### src/rtl/mem_arbiter.sv
// Purpose : shares one synchronous RAM between the CPU memory port and the loader/debug port.
// Latency : write ack 2 cycles after the request is sampled; read ack 2+RD_LAT cycles.
// Backpress: requests are sampled only while idle; a losing requester waits at its level request.
//
// Ports:
//   clk, res                       clock, synchronous active-high reset
//   cpu_req/we/addr/wdata          CPU request (level), held until cpu_ack
//   cpu_rdata, cpu_ack             CPU read data register, one-cycle completion pulse
//   ldr_req/we/addr/wdata          loader request (level), held until ldr_ack
//   ldr_rdata, ldr_ack             loader read data register, one-cycle completion pulse
//   mem_en/we/addr/wdata, mem_rdata  RAM side; mem_rdata valid RD_LAT cycles after mem_en
//   busy, owner                    arbiter not idle; current/last grant (0 = CPU, 1 = loader)
module mem_arbiter #(
  parameter int AW           = 8,
  parameter int DW           = 32,
  parameter int RD_LAT       = 1,
  parameter int CPU_PRIORITY = 0
) (
  input  logic          clk,
  input  logic          res,
  input  logic          cpu_req,
  input  logic          cpu_we,
  input  logic [AW-1:0] cpu_addr,
  input  logic [DW-1:0] cpu_wdata,
  output logic [DW-1:0] cpu_rdata,
  output logic          cpu_ack,
  input  logic          ldr_req,
  input  logic          ldr_we,
  input  logic [AW-1:0] ldr_addr,
  input  logic [DW-1:0] ldr_wdata,
  output logic [DW-1:0] ldr_rdata,
  output logic          ldr_ack,
  output logic          mem_en,
  output logic          mem_we,
  output logic [AW-1:0] mem_addr,
  output logic [DW-1:0] mem_wdata,
  input  logic [DW-1:0] mem_rdata,
  output logic          busy,
  output logic          owner
);

  typedef enum logic [1:0] {
    S_IDLE  = 2'd0,
    S_ISSUE = 2'd1,
    S_WAIT  = 2'd2,
    S_DONE  = 2'd3
  } state_t;

  // WAIT runs from WAIT_INIT down to zero inclusive, i.e. RD_LAT cycles.
  localparam logic [2:0] WAIT_INIT     = 3'(RD_LAT - 1);
  localparam logic       CPU_WINS_TIES = (CPU_PRIORITY != 0);

  state_t        state_q,     state_d;
  logic          owner_q,     owner_d;
  logic          last_ldr_q,  last_ldr_d;   // round-robin pointer: 1 = loader got the last grant
  logic          we_q,        we_d;
  logic [AW-1:0] addr_q,      addr_d;
  logic [DW-1:0] wdata_q,     wdata_d;
  logic [2:0]    cnt_q,       cnt_d;
  logic [DW-1:0] cpu_rdata_q, cpu_rdata_d;
  logic [DW-1:0] ldr_rdata_q, ldr_rdata_d;

  logic          grant_ldr;

  // Loader wins when it is alone, or on a round-robin tie after a CPU grant.
  always_comb begin
    grant_ldr = ldr_req & (~cpu_req | (~CPU_WINS_TIES & ~last_ldr_q));
  end

  always_comb begin
    state_d     = state_q;
    owner_d     = owner_q;
    last_ldr_d  = last_ldr_q;
    we_d        = we_q;
    addr_d      = addr_q;
    wdata_d     = wdata_q;
    cnt_d       = cnt_q;
    cpu_rdata_d = cpu_rdata_q;
    ldr_rdata_d = ldr_rdata_q;

    case (state_q)
      S_IDLE: begin
        if (cpu_req | ldr_req) begin
          owner_d    = grant_ldr;
          last_ldr_d = grant_ldr;
          we_d       = grant_ldr ? ldr_we    : cpu_we;
          addr_d     = grant_ldr ? ldr_addr  : cpu_addr;
          wdata_d    = grant_ldr ? ldr_wdata : cpu_wdata;
          state_d    = S_ISSUE;
        end
      end

      S_ISSUE: begin
        if (we_q) begin
          state_d = S_DONE;
        end else begin
          cnt_d   = WAIT_INIT;
          state_d = S_WAIT;
        end
      end

      S_WAIT: begin
        if (cnt_q != 3'd0) begin
          cnt_d = cnt_q - 3'd1;
        end else begin
          // Last WAIT cycle is exactly RD_LAT cycles after the mem_en cycle.
          if (owner_q) begin
            ldr_rdata_d = mem_rdata;
          end else begin
            cpu_rdata_d = mem_rdata;
          end
          state_d = S_DONE;
        end
      end

      S_DONE: begin
        state_d = S_IDLE;
      end

      default: begin
        state_d = S_IDLE;
      end
    endcase
  end

  always_ff @(posedge clk) begin
    if (res) begin
      state_q     <= S_IDLE;
      owner_q     <= 1'b0;
      last_ldr_q  <= 1'b1;   // CPU wins the first tie after reset
      we_q        <= 1'b0;
      addr_q      <= '0;
      wdata_q     <= '0;
      cnt_q       <= 3'd0;
      cpu_rdata_q <= '0;
      ldr_rdata_q <= '0;
    end else begin
      state_q     <= state_d;
      owner_q     <= owner_d;
      last_ldr_q  <= last_ldr_d;
      we_q        <= we_d;
      addr_q      <= addr_d;
      wdata_q     <= wdata_d;
      cnt_q       <= cnt_d;
      cpu_rdata_q <= cpu_rdata_d;
      ldr_rdata_q <= ldr_rdata_d;
    end
  end

  // All outputs come straight from state, so none of them depends on the request inputs.
  assign mem_en    = (state_q == S_ISSUE);
  assign mem_we    = (state_q == S_ISSUE) & we_q;
  assign mem_addr  = addr_q;
  assign mem_wdata = wdata_q;
  assign cpu_ack   = (state_q == S_DONE) & ~owner_q;
  assign ldr_ack   = (state_q == S_DONE) &  owner_q;
  assign cpu_rdata = cpu_rdata_q;
  assign ldr_rdata = ldr_rdata_q;
  assign busy      = (state_q != S_IDLE);
  assign owner     = owner_q;

endmodule

### config.mk
export PLATFORM = sky130hd
export DESIGN_NAME = mem_arbiter
export DESIGN_NICKNAME = d
export VERILOG_FILES = /design/src/rtl/mem_arbiter.sv
export SDC_FILE = /design/constraint.sdc
export NUM_CORES = 1
export LEC_CHECK = 0
export ABC_AREA = 1
export CORE_MARGIN = 4
export CORE_UTILIZATION = 49
export CTS_BUF_LIST = sky130_fd_sc_hd__clkbuf_4 sky130_fd_sc_hd__clkbuf_8 sky130_fd_sc_hd__clkbuf_16
export DETAILED_ROUTE_END_ITERATION = 8
export DONT_BUFFER_PORTS = 1
export GPL_TIMING_DRIVEN = 0
export PLACE_DENSITY = 0.66
export SYNTH_ARGS = -nofsm -noshare
export SYNTH_HDL_FRONTEND = slang
export SYNTH_SLANG_ARGS = --single-unit
### constraint.sdc
create_clock -name clk -period 1.42 [get_ports clk]
set_clock_uncertainty 0.05 [all_clocks]
set_input_delay 0.213 -clock clk [delete_from_list [all_inputs] [get_ports clk]]
set_output_delay 0.213 -clock clk [all_outputs]
set_load 0.02 [all_outputs]
==> impl_metrics.csv <==
group,metric,value,unit
status,outcome,"complete, but fails checks",
status,violations,"negative setup slack",
run,drv_cap,0,
synthesis,ys_types,20,
worst_setup_path,cp.required,1.69,ns
final_layout,area_growth,57.8,%
synthesis,ys_ff_latch,112,
clock_tree,cts-root-buf,"clkbuf_8",
synthesis,avgSynthCellArea,7.46,sq um
placed_design,place_inst,786,
placed_design,gp_congestion,0.826,
routing,drc,0,
sta,fin_crit,1.61,ns
synthesis,synth_area,4870,sq um
power_and_ir_drop,vdd_drop_max,1.27,mV
worst_setup_path,crit_fanout,8,
synthesis,synth_cells,653,
placed_design,dp_hpwl,9710,um
floorplan,std_cell_rows,36,
worst_setup_path,crit_path_start_kind,"register",
clock_tree,h-tree-depth,3,
final_layout,multi_input_area,2770,sq um
routing,vias,5202,
routing,dr.pass1.iters,5,
clock_tree,cts_buffer_depth,2,
clock_tree,clk_latency,0.39,ns
floorplan,die_w,108,um
sta,hold_viol,0,
worst_setup_path,critPathKind,"reg -> reg",
grt,grt_pass1_wl,26000,um
floorplan,ios,228,
routing,wl_per_cell,19.5,um
final_layout,fill_cells,607,
final_layout,final-instance-count-excl-fill,943,
routing,routed_via_density,5.52,
clock_tree,cts.sinks,112,
grt,first_global_vias,5147,
sta,timing.final.crit_share,113,%
sta,clock.fmax,0.621,GHz
synthesis,ys_warn_count,0,
synthesis,syn-num-nets,778,
floorplan,die-height,108,um
floorplan,die_area,11600,sq um
power_and_ir_drop,powerDensity,1840,nW/um^2
floorplan,core_area,9730,sq um
worst_hold_path,min_path_type,"in -> reg",
clock_tree,clkSlewWorstSetupHoldPaths,0.12,ns
sta,relSlewSlack,44.6,%
final_layout,seq_area,2250,sq um
routing,ant_nets,0,
synthesis,yosysSeqAreaShare,46.0,%
worst_setup_path,slowest_stage,"dfxtp_2",
worst_setup_path,crit_buf_inv,3,
sta,setup_viol,113,
power_and_ir_drop,p_leak,3.20,nW
clock_tree,cts_tree,"done",
worst_setup_path,slowest_delay,0.35,ns
grt,track_usage,28.3,%
placed_design,port_buffers,0,
worst_setup_path,endpoint_kind,"register",
sta,drv_slew,0,
clock_tree,cts_buffers,9,
sta,worst_pin_slew,0.831,ns
sta,rsz0062_at_grt,"true",
grt,grt-ovfl-total,0,
routing,drt_iter0_drc,308,
worst_setup_path,crit_family,"flip-flops",
grt,grt_max_degree,22,
final_layout,fin_nets,929,
grt,antenna_found_initial,0,
worst_setup_path,cp_cell_sequence,"inv_2, ha_4, ha_4, buf_6, nand3_4, buf_6, o21ai_2, a21oi_2",
final_layout,drive_gt1_share,37.6,%
sta,timing.hold.ws,0.0113,ns
sta,setup_ws,-0.190,ns
floorplan,start_util,50.1,%
worst_setup_path,cp.arrival,1.88,ns
placed_design,place_ws,-0.205,ns
routing,drt_wl_total,18400,um
layout make-up:
type / count / area share [%]
multi-input cells: 413 / 36.0
clock buffers: 9 / 1.61
inverters: 89 / 4.67
repair buffers: 141 / 20.7
diodes: 1 / 0.0325
clock inverters: 7 / 0.928
flip-flops and latches: 112 / 29.3
plain buffers: 38 / 4.64
well taps: 133 / 2.16
sequential cells by signal, indices dropped and copies added, names as in the netlist:
signal      count
we_q            1
cnt_q           3
owner           1
last_ldr_q      1
mem_wdata      32
state_q         2
mem_addr        8
cpu_rdata      32
ldr_rdata      32
per-layer routing:
metal  global-route usage (%)  part of all wire, %  vias to the layer above
met5                        0                    0                        -
met4                     14.6                  3.9                        0
met3                     7.98                  8.0                       67
met2                     49.8                   53                      291
met1                     30.8                   35                     2470
li1                         -                    -                     2374
cell usage in the layout (no fill, tap or decap), types with 28 or more instances in the layout:
cell type / count
nand2_1: 111
dfxtp_1: 107
dlygate4sd3_1: 105
inv_1: 55
o21ai_2: 53
a21oi_2: 49
nor2_1: 38
inv_2: 29
o21ai_1: 28
synth_stat cells:
master    count  area share, %
o21ai_1      57            5.9
nand3_4       1           0.36
nand2_1     137             11
inv_1        85            6.5
buf_2        10            1.0
inv_2         4           0.31
nor2_4        3           0.69
o21ai_0      52            5.3
nand3_1       4           0.41
a21oi_1      45            4.6
dfxtp_1     112             46
clkbuf_2      1           0.10
buf_4         7            1.1
clkbuf_1      8           0.62
nand2_2       1           0.13
a21oi_2      31            5.6
buf_6        14            3.2
nor2_1       73            5.6
a31oi_1       1           0.13
ha_1          7            1.8
through the flow:
stage | instance area, sq um | util, % | setup TNS, ns | power (mW)
4_1_cts | 7030 | 72.3 | -10.24 | 12.8
3_5_place_dp | 5050 | 51.9 | -13.06 | 8.91
2_1_floorplan | 4880 | - | 0 | 8.10
6_report | 7690 | 79.0 | -12.51 | 14.2
5_1_grt | 7690 | 79.0 | -19.91 | 14.8
3_3_place_gp | 5050 | 51.9 | -9.36 | 8.77
logic make-up after synthesis:
family	after synthesis	synth area share (%)
adders and majority gates	7	1.80
DFF	112	46.0
buffers and inverters	129	12.9
AOI/OAI and AO/OA	186	21.5
and+or+nand+nor	219	17.8
worst paths after layout:
check                 from       endpoint  slack, ns  depth (start not counted)
max reg2reg       cnt_q[0]  ldr_rdata[16]      -0.19                          8
min reg2reg     last_ldr_q     last_ldr_q       0.45                          2
min          cpu_wdata[27]  mem_wdata[27]       0.01                          4
max               cnt_q[0]  ldr_rdata[16]      -0.19                          8
what timing repair did:
action / 4_1_cts / 5_1_grt
hold buffers: 104 / 1
setup endpoints to repair: 115 / 116
resized for setup: 177 / 140
buffers inserted: 14 / 10
pin swaps: 44 / 23
gates cloned: 10 / 6
endpoints found under the hold margin: 109 / 2
worst reg2reg max path: cells and delay by family (launching register included):
kind                     cells  cell delay, ns
flip-flops                   1            0.35
buffers and inverters        3            0.35
AND/OR/NAND/NOR              1            0.19
AO/OA/AOI/OAI                2            0.27
adder cells (fa/ha/maj)      2            0.32
report_power, final:
| group | internal, mW | leakage [nW] | switching (mW) |
|---|---|---|---|
| Clock | 0.697 | 0.0999 | 1.26 |
| Sequential | 4.04 | 0.920 | 1.80 |
| Combinational | 3.08 | 2.18 | 3.30 |
Note: power is estimated with default switching activity, not from simulation.
